[src/rtl/arbitro_rr_param_if.sv]
// arbitro_rr_param_if: input-FIFO / output-FIFO bus seen by the round-robin router
interface arbitro_rr_param_if #(
   parameter int NUM_CH = 4,
   parameter int DATA_W = 12
);
   logic [NUM_CH*DATA_W-1:0] fifo_in_data;
   logic [NUM_CH-1:0]        in_empty;
   logic [NUM_CH-1:0]        out_almost_full;
   logic [NUM_CH-1:0]        pop;
   logic [NUM_CH-1:0]        push;
   logic [DATA_W-1:0]        data_out;
   logic [NUM_CH-1:0]        grant;
   modport master (
      input  fifo_in_data, in_empty, out_almost_full,
      output pop, push, data_out, grant
   );
   modport slave (
      output fifo_in_data, in_empty, out_almost_full,
      input  pop, push, data_out, grant
   );
endinterface

[src/rtl/arbitro_rr_param.sv]
// arbitro_rr_param: round-robin, quantum-limited router from NUM_CH input FIFOs to NUM_CH output FIFOs; ARB_HOL_SKIP_EN drops a grant whose head is blocked
module arbitro_rr_param #(
   parameter int NUM_CH  = 4,
   parameter int DATA_W  = 12,
   parameter int QUANTUM = 4
) (
   input logic                clk,
   input logic                reset,
   arbitro_rr_param_if.master bus
);
   localparam int DEST_W = $clog2(NUM_CH);
   localparam int CNT_W  = QUANTUM > 1 ? $clog2(QUANTUM) : 1;
   typedef enum logic {IDLE, SERVE} state_t;
   state_t              state_q, state_d;
   logic [DEST_W-1:0]   ptr_q, ptr_d, g_q, g_d, sel, dest, nxt_g;
   logic [DEST_W:0]     idx;
   logic [CNT_W-1:0]    cnt_q, cnt_d;
   logic [NUM_CH-1:0]   grant_q, grant_d;
   logic [DATA_W-1:0]   head;
   logic                found, dest_ok, blocked, xfer;
   assign head    = bus.fifo_in_data[g_q*DATA_W +: DATA_W];
   assign dest    = head[DATA_W-1 -: DEST_W];
   assign dest_ok = int'(dest) < NUM_CH;
   assign blocked = dest_ok && bus.out_almost_full[dest];
   assign xfer    = state_q == SERVE && !bus.in_empty[g_q] && !blocked;
   assign nxt_g   = g_q == DEST_W'(NUM_CH-1) ? '0 : g_q + 1'b1;
   // first non-empty channel at or after ptr, wrapping past NUM_CH-1
   always_comb begin
      found = 1'b0;
      sel   = '0;
      idx   = '0;
      for (int k = 0; k < NUM_CH; k++) begin
         idx = {1'b0, ptr_q} + (DEST_W+1)'(k);
         idx = idx >= (DEST_W+1)'(NUM_CH) ? idx - (DEST_W+1)'(NUM_CH) : idx;
         if (!found && !bus.in_empty[idx[DEST_W-1:0]]) begin
            found = 1'b1;
            sel   = idx[DEST_W-1:0];
         end
      end
   end
   // state register; a low reset aborts any grant in progress
   always_ff @(posedge clk) begin
      if (!reset) begin
         state_q <= IDLE;
         ptr_q   <= '0;
         g_q     <= '0;
         cnt_q   <= '0;
         grant_q <= '0;
      end else begin
         state_q <= state_d;
         ptr_q   <= ptr_d;
         g_q     <= g_d;
         cnt_q   <= cnt_d;
         grant_q <= grant_d;
      end
   end
   // next state: grant in IDLE, rotate on empty input or spent quantum, hold on blocked head
   always_comb begin
      state_d = state_q;
      ptr_d   = ptr_q;
      g_d     = g_q;
      cnt_d   = cnt_q;
      if (state_q == IDLE) begin
         if (found) begin
            state_d = SERVE;
            g_d     = sel;
            cnt_d   = '0;
         end
      end else if (bus.in_empty[g_q] || (xfer && cnt_q == CNT_W'(QUANTUM-1))) begin
         state_d = IDLE;
         ptr_d   = nxt_g;
      end else if (xfer) begin
         cnt_d = cnt_q + 1'b1;
      end
`ifdef ARB_HOL_SKIP_EN
      else begin
         state_d = IDLE;
         ptr_d   = nxt_g;
         cnt_d   = '0;
      end
`else
`endif
      grant_d = state_d == SERVE ? NUM_CH'(1) << g_d : '0;
   end
   // outputs: zero-latency transfer from the show-ahead head; out-of-range destinations are popped and dropped
   always_comb begin
      bus.pop      = reset && xfer ? NUM_CH'(1) << g_q : '0;
      bus.push     = reset && xfer && dest_ok ? NUM_CH'(1) << dest : '0;
      bus.data_out = reset && xfer ? head : '0;
      bus.grant    = grant_q;
   end
endmodule
[src/flat_wrapper.sv]
// flat-port wrapper written by rule: the top's interface ports become plain ports
module arbitro_rr_param_flat 
#(
   parameter int NUM_CH  = 4,
   parameter int DATA_W  = 12,
   parameter int QUANTUM = 4
)
  (clk, reset, bus_fifo_in_data, bus_in_empty, bus_out_almost_full, bus_pop, bus_push, bus_data_out, bus_grant);
  arbitro_rr_param_if #(.NUM_CH(NUM_CH), .DATA_W(DATA_W)) bus_i ();
  input logic clk;
  input logic reset;
  input wire logic [$bits(bus_i.fifo_in_data)-1:0] bus_fifo_in_data;
  input wire logic [$bits(bus_i.in_empty)-1:0] bus_in_empty;
  input wire logic [$bits(bus_i.out_almost_full)-1:0] bus_out_almost_full;
  output wire logic [$bits(bus_i.pop)-1:0] bus_pop;
  output wire logic [$bits(bus_i.push)-1:0] bus_push;
  output wire logic [$bits(bus_i.data_out)-1:0] bus_data_out;
  output wire logic [$bits(bus_i.grant)-1:0] bus_grant;
  assign bus_i.fifo_in_data = bus_fifo_in_data;
  assign bus_i.in_empty = bus_in_empty;
  assign bus_i.out_almost_full = bus_out_almost_full;
  assign bus_pop = bus_i.pop;
  assign bus_push = bus_i.push;
  assign bus_data_out = bus_i.data_out;
  assign bus_grant = bus_i.grant;
  arbitro_rr_param #(.NUM_CH(NUM_CH), .DATA_W(DATA_W), .QUANTUM(QUANTUM)) u_core (.clk(clk), .reset(reset), .bus(bus_i));
endmodule
[config.mk]
export PLATFORM = sky130hd
export DESIGN_NAME = arbitro_rr_param_flat
export DESIGN_NICKNAME = d
export VERILOG_FILES = /design/src/rtl/arbitro_rr_param_if.sv /design/src/rtl/arbitro_rr_param.sv /design/src/flat_wrapper.sv
export SDC_FILE = /design/constraint.sdc
export NUM_CORES = 1
export LEC_CHECK = 0
export BUFFER_PORTS_ARGS = -buffer_cell sky130_fd_sc_hd__buf_4
export CORE_MARGIN = 2
export CORE_UTILIZATION = 40
export DETAILED_ROUTE_END_ITERATION = 10
export GPL_TIMING_DRIVEN = 0
export PLACE_DENSITY_LB_ADDON = 0.15
export SYNTH_ARGS = -nofsm -noshare
export SYNTH_HDL_FRONTEND = slang
export SYNTH_SLANG_ARGS = --single-unit
[constraint.sdc]
create_clock -name clk -period 3.3 [get_ports clk]
set_input_delay 0.495 -clock clk [delete_from_list [all_inputs] [get_ports clk]]
set_output_delay 0.495 -clock clk [all_outputs]
set_load 0.01 [all_outputs]
==> impl_summary.md, run 1 <==
Timing
The worst relative slew slack is 0.350. The fraction of the cycle the final worst path needs is 0.968. Setup violations remaining at the end of the flow were counted as 0. The transition at the pin with the smallest max-transition slack is 0.975 ns. The clock arrives with 0.00444 ns of skew.

Counting I/O delays and the setup requirement, the final critical path takes 3.20 ns. Setup repair after global routing could not meet its margin everywhere. The total count of hold-check failures in the final report was 0. The final count of pins violating max slew is 0. Static timing analysis puts the maximum clock frequency at 313 MHz.

Finish
The fraction of final layout cells with drive strength greater than 1 is 0.480. The footprint of the multi-input gates is 825 sq um. The total number of nets in the final design is 264.

The library cells used most frequently in the layout, excluding fill and tap cells, are sky130_fd_sc_hd__buf_4 (81), sky130_fd_sc_hd__and2_1 (18), sky130_fd_sc_hd__nor2_1 (11), sky130_fd_sc_hd__dfxtp_1 (11). Fill cells in the final layout number 248. Leaving out fill and tap cells, the most frequent cell in the layout is sky130_fd_sc_hd__buf_4. For this run, the share of the core covered by cells in the final layout is 0.660.

The flip-flop and latch area is 220 sq um. The repair_antennas step left the layout with diodes totalling 0. The relative area change from synthesis to final layout is 61.5%.

Job
Across the run, the number of max-cap violations was 0.

Power
The total internal power is 0.000306 W. VDD sags by at most 0.318 mV. The portion of total power attributed to sequential cells is 0.343. The power density over cell area is 246 nW/um^2. The static leakage is 0.862 nW.

The fraction of power consumed by combinational cells is 0.455. The total power after layout is 0.000436 W. The share of total power consumed by net switching is 0.297. The total net switching power is 0.000129 W. Of the total power, the clock network draws 0.202.

Hold path
The destination of the worst hold path is u_core.g_q[0]. The worst hold-check path type is in2reg. The cell depth of the worst hold path is 2.

The startpoint of the most critical hold path is reset.

Synthesis
The synthesized design contains 0 enable-type register cells. The share of the Yosys chip area taken by registers is 0.200. The average cell area after synthesis is 9.55 sq um. The largest area contributor in the netlist is sky130_fd_sc_hd__dfxtp_1. After synthesis the cells add up to 1100 sq um. By area the synthesized netlist is led by sky130_fd_sc_hd__dfxtp_1 (20%), sky130_fd_sc_hd__mux4_2 (18%), sky130_fd_sc_hd__and2_1 (10%).

The flop and latch count out of synthesis is 11. The synthesized netlist contains 35 unique library cells. Synthesis produced 115 cells.

Of the post-synthesis cell area, the dominant cell type holds 0.200. The number of nets in the synthesized netlist is 178. The most used flip-flop cell after synthesis is sky130_fd_sc_hd__dfxtp_1. The count of warnings emitted by yosys is 0. After synthesis, the share of flip-flops with an asynchronous set or reset is 0.

CTS
Buffers inserted during clock tree synthesis total 3. The count of clock tree sinks is 11. After clock tree synthesis, the clock-pin slew on the worst setup and hold paths is 0.06 ns. Clock tree synthesis selected as its root buffer the cell sky130_fd_sc_hd__clkbuf_4.

The longest clock path from root to sink contains 2 buffers. TritonCTS built the clock tree. The later pin in the worst-skew pair is clocked with a latency of 0.27 ns.

The level count of the clock H-tree is 1.

Route
The via count of the routed design is 1,231. The routed length per instance is 14.6 microns. The number of nets with antenna violations after detailed routing is 0.

The first-iteration detailed-routing DRC count is 26. The number of iterations in the first detailed-routing pass is 5. For this block, the routed nets add up to 3360 microns of wire. The via density per instance is 5.33. In the routed design, unresolved DRC markers number 0.

GRT
The via count of the first global-routing pass came to 1,271. The met3 global-route usage is 0.0369. For this run the aggregate overflow at the end of global routing stands at 0. The met2 demand-to-capacity share in global routing is 0.429. The wire length of the first global-routing pass is 5590 microns.

In the global route stage, overall resource usage came out at 0.224. For met1 alone, demand over resource in global routing was 0.232. The global routing stage identified its most utilized layer as met2. The largest net degree at the start of global routing is 11. The initial antenna violation count is 0.

Floorplan
For this configuration, the core starts out at a cell density of 0.409. The top-level I/O count is 82. The die is 56.4 microns wide.

The die height is 56.4 microns. The floorplan has 19 rows. The region available for standard cell placement spans 2690 sq um. The floorplan step defined a die boundary enclosing 3180 sq um.

Setup path
The setup check on the worst reg-to-reg path leaves a slack of 0.73 ns. STA classifies the critical path endpoint as a primary output. The worst setup path is launched from a flip-flop. The worst setup path is of the reg2out kind. The arrival time reported for the critical path endpoint is 2.70 ns. For the worst flop-to-flop path, the logic depth is 6. Walking the worst path, the cells encountered are buf_6, mux4_2, mux2i_1, a22oi_1, nor3_1, clkbuf_2, nor3b_1, buf_4. The startpoint identified for the worst register-to-register timing path is u_core.g_q[0].

The worst register-to-register path ends at u_core.ptr_q[1]. Of all nets on the critical path, the largest fanout is 10. The delay contributed by the slowest stage of the critical path is 0.58 ns. On the critical path, the stage with the largest delay is an instance of sky130_fd_sc_hd__mux4_2. For the worst setup path, the data required time is 2.80 ns.

Placed design
The post-DP HPWL is 2800 microns. The congestion estimate from routability-driven global placement came to 0.823. In this run the tool buffered the top-level ports with 81 buffer cells.

Outcome
The flow ran to the end, and the final reports show no timing, DRC or antenna violations.
## final cells by class
cell class                 count  share of cell area
multi-input combinational     93               0.465
buffer                         7              0.0233
tap                           31              0.0219
clock buffer                   4              0.0148
sequential                    11               0.124
inverter                       4             0.00846
timing repair buffer          81               0.343
## worst max path at each step
stage                               from     endpoint  slack (ns)
detailed placement  bus_fifo_in_data[47]  bus_push[0]        0.29
global placement    bus_fifo_in_data[47]  bus_push[0]        0.34
CTS                        u_core.g_q[0]  bus_push[0]        0.02
global route               u_core.g_q[1]  bus_push[0]       -0.06
finish                     u_core.g_q[0]  bus_push[0]        0.10
floorplan                  u_core.g_q[0]  bus_push[0]        0.67
## power by group through the flow
stage          sequential (W)  combinational, W  clock (W)
6_report             0.000149          0.000198  0.0000880
5_1_grt              0.000150          0.000217  0.0000979
4_1_cts              0.000149          0.000200  0.0000915
3_5_place_dp         0.000152          0.000199          0
3_3_place_gp         0.000152          0.000191          0
2_1_floorplan        0.000153          0.000107          0
## cells by family after synthesis
logic type,after synthesis,share of synthesized area
simple gates,56,0.279
compound gates,16,0.107
mux,16,0.308
flops,11,0.200
fa+ha+maj,5,0.0569
buf+inv,11,0.0490
## layer usage
metal / part of all wire / routed length, microns
met5: 0 / 0
met2: 0.54 / 1820
met4: 0.022 / 74
met3: 0.069 / 231
met1: 0.37 / 1240
## worst max-delay path: cells and delay by family, from the launching register on
family                 cells  cell delay, ns
buffers and inverters      3            0.56
DFF                        1            0.39
AOI/OAI and AO/OA          1            0.19
and+or+nand+nor            2            0.47
muxes                      2            0.82
## cells in the mapped netlist (all sizes together) (2+ instances only)
master / instances
and2: 18
mux4: 13
dfxtp: 11
nor2: 11
nand2: 9
clkbuf: 5
ha: 5
inv: 4
a21oi: 3
and3: 3
mux2i: 3
a22oi: 2
and3b: 2
nand2b: 2
nor2b: 2
nor3: 2
o211ai: 2
or4: 2
## flip-flops by register name, summed over array words and instances, names as in the netlist
| name | count |
|---|---|
| u_core.bus.grant | 4 |
| u_core.cnt_q | 2 |
| u_core.g_q | 2 |
| u_core.ptr_q | 2 |
| u_core.state_q | 1 |
## metrics by stage
step | area (sq um) | instances | setup slack [ns] | setup TNS [ns] | hold slack, ns
after floorplan | 1100 | 115 | 0.673 | 0 | 0.458
after global placement | 1750 | 227 | 0.336 | 0 | 0.482
after detailed placement | 1750 | 227 | 0.291 | 0 | 0.498
after CTS | 1770 | 231 | 0.0212 | 0 | 0.463
after global routing | 1770 | 231 | -0.0607 | -0.0607 | 0.481
final | 1770 | 231 | 0.104 | 0 | 0.469
## what timing repair did
item / in CTS / in global routing
setup endpoints to repair: 0 / 20
endpoints found under the hold margin: 0 / 0
buffers inserted: 0 / 0
gates resized for setup: 0 / 4
hold buffers: 0 / 0
(Power assumes the default switching activity.)
==> inputs of run 2 (changes only) <==
--- a/config.mk
+++ b/config.mk
@@ -5,12 +5,15 @@
 export SDC_FILE = /design/constraint.sdc
 export NUM_CORES = 1
 export LEC_CHECK = 0
+export ABC_CLOCK_PERIOD_IN_PS = 3300
 export BUFFER_PORTS_ARGS = -buffer_cell sky130_fd_sc_hd__buf_4
 export CORE_MARGIN = 2
 export CORE_UTILIZATION = 40
 export DETAILED_ROUTE_END_ITERATION = 10
 export GPL_TIMING_DRIVEN = 0
 export PLACE_DENSITY_LB_ADDON = 0.15
+export RECOVER_POWER = 50
+export SLEW_MARGIN = 40
 export SYNTH_ARGS = -nofsm -noshare
 export SYNTH_HDL_FRONTEND = slang
 export SYNTH_SLANG_ARGS = --single-unit
==> impl_summary.md, run 2 (synthesis gave the netlist of run 1 again) <==
Outcome
The run finished with clean final reports.

CTS
The hold-fix buffer count after cts is 0. The maximum clock insertion buffer count is 2. CTS saw 11 sinks.

The post-CTS repair timing setup buffer count is 0. The clock root buffer master is sky130_fd_sc_hd__clkbuf_4. In this run, CTS created clock tree buffers numbering 3. The TritonCTS clock tree is yes. In this run the number of H-tree levels came out at 1. The clock-pin slew reported for the worst setup and hold paths after clock tree synthesis is 0.07 ns. The clock reaches the later pin of the worst-skew pair after 0.27 ns.

Placed design
The post-DP HPWL is 2830 microns. Routability-driven placement finished with a final weighted congestion of 0.823. The number of buffers inserted by port buffering is 81.

Before CTS, the worst setup slack after placement is 0.276 ns.

Timing
The transition at the pin with the smallest max-transition slack is 0.563 ns. The time the worst path needs with I/O delays and setup is 3.08 ns. The total count of hold-check failures in the final report is 0. The final count of pins violating max slew is 0. The count of endpoints failing setup in the final report is 0. Setup repair after global routing left no endpoint under its margin. Setup slack on the critical path of the routed design comes to 0.220 ns. The clock arrives with 0.00827 ns of skew. In the finished design, the share of the clock period the worst path needs comes to 0.933. Hold timing on the final database bottoms out at a slack of 0.473 ns. Summed over all failing endpoints, the final setup total negative slack is 0 ns. The worst relative slew slack is 0.625. The highest clock rate is 325 MHz.

Finish
After the last flow step, the layout net total stands at 265. The flip-flop count of the largest register after layout is 4. The filler cells instantiated in the layout total 244.

The top cell types in the final layout, fill and taps aside, are sky130_fd_sc_hd__buf_4 (76), sky130_fd_sc_hd__and2_1 (17), sky130_fd_sc_hd__nor2_1 (11), sky130_fd_sc_hd__dfxtp_1 (11). From synthesis to final layout, the design area changed by 60.7%. The fraction of final layout cells with drive strength greater than 1 is 0.463. Once layout is complete, the utilization of the core stands at 0.657.

The library cell used most frequently in the layout, excluding fill and tap cells, is sky130_fd_sc_hd__buf_4. The multi-input combinational cells in the finished layout cover a total of 830 sq um. The flip-flop and latch area is 220 sq um.

The number of antenna diodes is 0.

Setup path
STA classifies the critical path startpoint as a flip-flop. The critical path contains buffers and inverters numbering 3 combined. For the worst setup path, the data arrival time is 2.59 ns. The required time at the endpoint of the critical path is 2.80 ns. The class of the most critical setup path is reg2out. Walking the worst path, the cells encountered are buf_6, mux4_2, mux2i_1, a22oi_1, nor3_2, clkbuf_2, nor3b_1, buf_4. STA classifies the critical path endpoint as a primary output. The number of gates on the worst path with buffers counted is 8.

The path depth of the worst reg2reg path is 7. The top cell family by delay on the critical path is multiplexers. For this design, the slowest cell found on the critical path is sky130_fd_sc_hd__mux4_2.

The largest fanout on the critical path is 10. In this design, the stage delay of the slowest critical-path cell is 0.58 ns.

Job
The tool flagged a number of max-cap violations equal to 0.

Floorplan
The top-level I/O count is 82. For this configuration, the core starts out at a cell density of 0.409. The core area is 2690 sq um. The die height is 56.4 microns.

The number of core rows is 19. The area enclosed by the die boundary is 3180 sq um. In this run the horizontal extent of the chip is 56.4 microns.

GRT
The via count of the first global-routing pass is 1,277. The largest net degree at the start of global routing is 11. The total overflow left after global routing is 0. Across every metal layer, demand over resource in global routing totals 0.225. The initial antenna violation count came to 0. The first global-routing pass estimated 5600 microns of wire.

Power
The static leakage is 0.846 nW. The highest ir drop seen on vdd is 0.314 mV. Dividing total power by cell area gives a power density of 246 nW/um^2.

Route
The via count of the routed design is 1,255. The via density per instance is 5.41. The first detailed-routing pass took 4 iterations. The post-detailed-routing wire length is 3370 microns. Dividing the detail-routed wire length by the instance count gives 14.5 microns. The total DRC errors in the routed layout is 0. The number of nets with antenna violations after detailed routing is 0. For this block, the initial DRC count from the detailed router was 34.

Hold path
The cell depth of the worst hold path is 2. The worst hold-check path type is in2reg.
[run 2: changes by cell type in the layout (fill, tap and decap cells not counted), sizes merged]
cell and delta:
buf -4, clkbuf +5, dlygate4sd1 -1, dlygate4sd2 +1
[run 2: power breakdown]
group,switching (W),internal (W),total (W)
clock network,0.0000415,0.0000467,0.0000881
registers,0.00000648,0.000143,0.000149
logic,0.0000821,0.000114,0.000196
[run 2: final timing paths]
| kind | to | slack (ns) | start |
|---|---|---|---|
| worst min register to register | u_core.ptr_q[0] | 0.50 | u_core.ptr_q[0] |
| worst min-delay path | u_core.g_q[0] | 0.47 | reset |
| worst max register to register | u_core.ptr_q[1] | 0.88 | u_core.g_q[0] |
| worst max-delay path | bus_push[0] | 0.22 | u_core.g_q[0] |
[run 2: routing by layer]
metal	vias to the layer above	GRT usage	wire (microns)
li1	606	-	-
met1	589	0.222	1200
met2	52	0.442	1850
met3	8	0.0438	247
met4	0	0.102	69
met5	-	0	0
[run 2: through the flow]
stage,area [sq um],total power (W),instances
after floorplan,1100,0.000259,115
after global placement,1750,0.000342,227
after detailed placement,1750,0.000352,228
after CTS,1780,0.000442,232
after global routing,1770,0.000462,232
final,1770,0.000434,232
[run 2: worst register-to-register path, cell delays in order, from the launching register on]
cell	delay [ns]
sky130_fd_sc_hd__dfxtp_1	0.38
sky130_fd_sc_hd__buf_6	0.16
sky130_fd_sc_hd__mux4_2	0.58
sky130_fd_sc_hd__mux2i_1	0.17
sky130_fd_sc_hd__a222oi_1	0.48
sky130_fd_sc_hd__buf_1	0.26
sky130_fd_sc_hd__mux2i_1	0.21
sky130_fd_sc_hd__nor2_1	0.05
[run 2: final cells by class]
type / count / share of cell area
plain buffers: 7 / 0.0241
inverters: 4 / 0.00850
flip-flops and latches: 11 / 0.125
well taps: 31 / 0.0220
repair buffers: 82 / 0.336
clock buffers: 4 / 0.0149
multi-input cells: 93 / 0.470
[run 2: what timing repair did]
item / 4_1_cts / 5_1_grt
resized for setup: 0 / 7
endpoints found under the setup margin: 0 / 20
hold endpoints to repair: 0 / 0
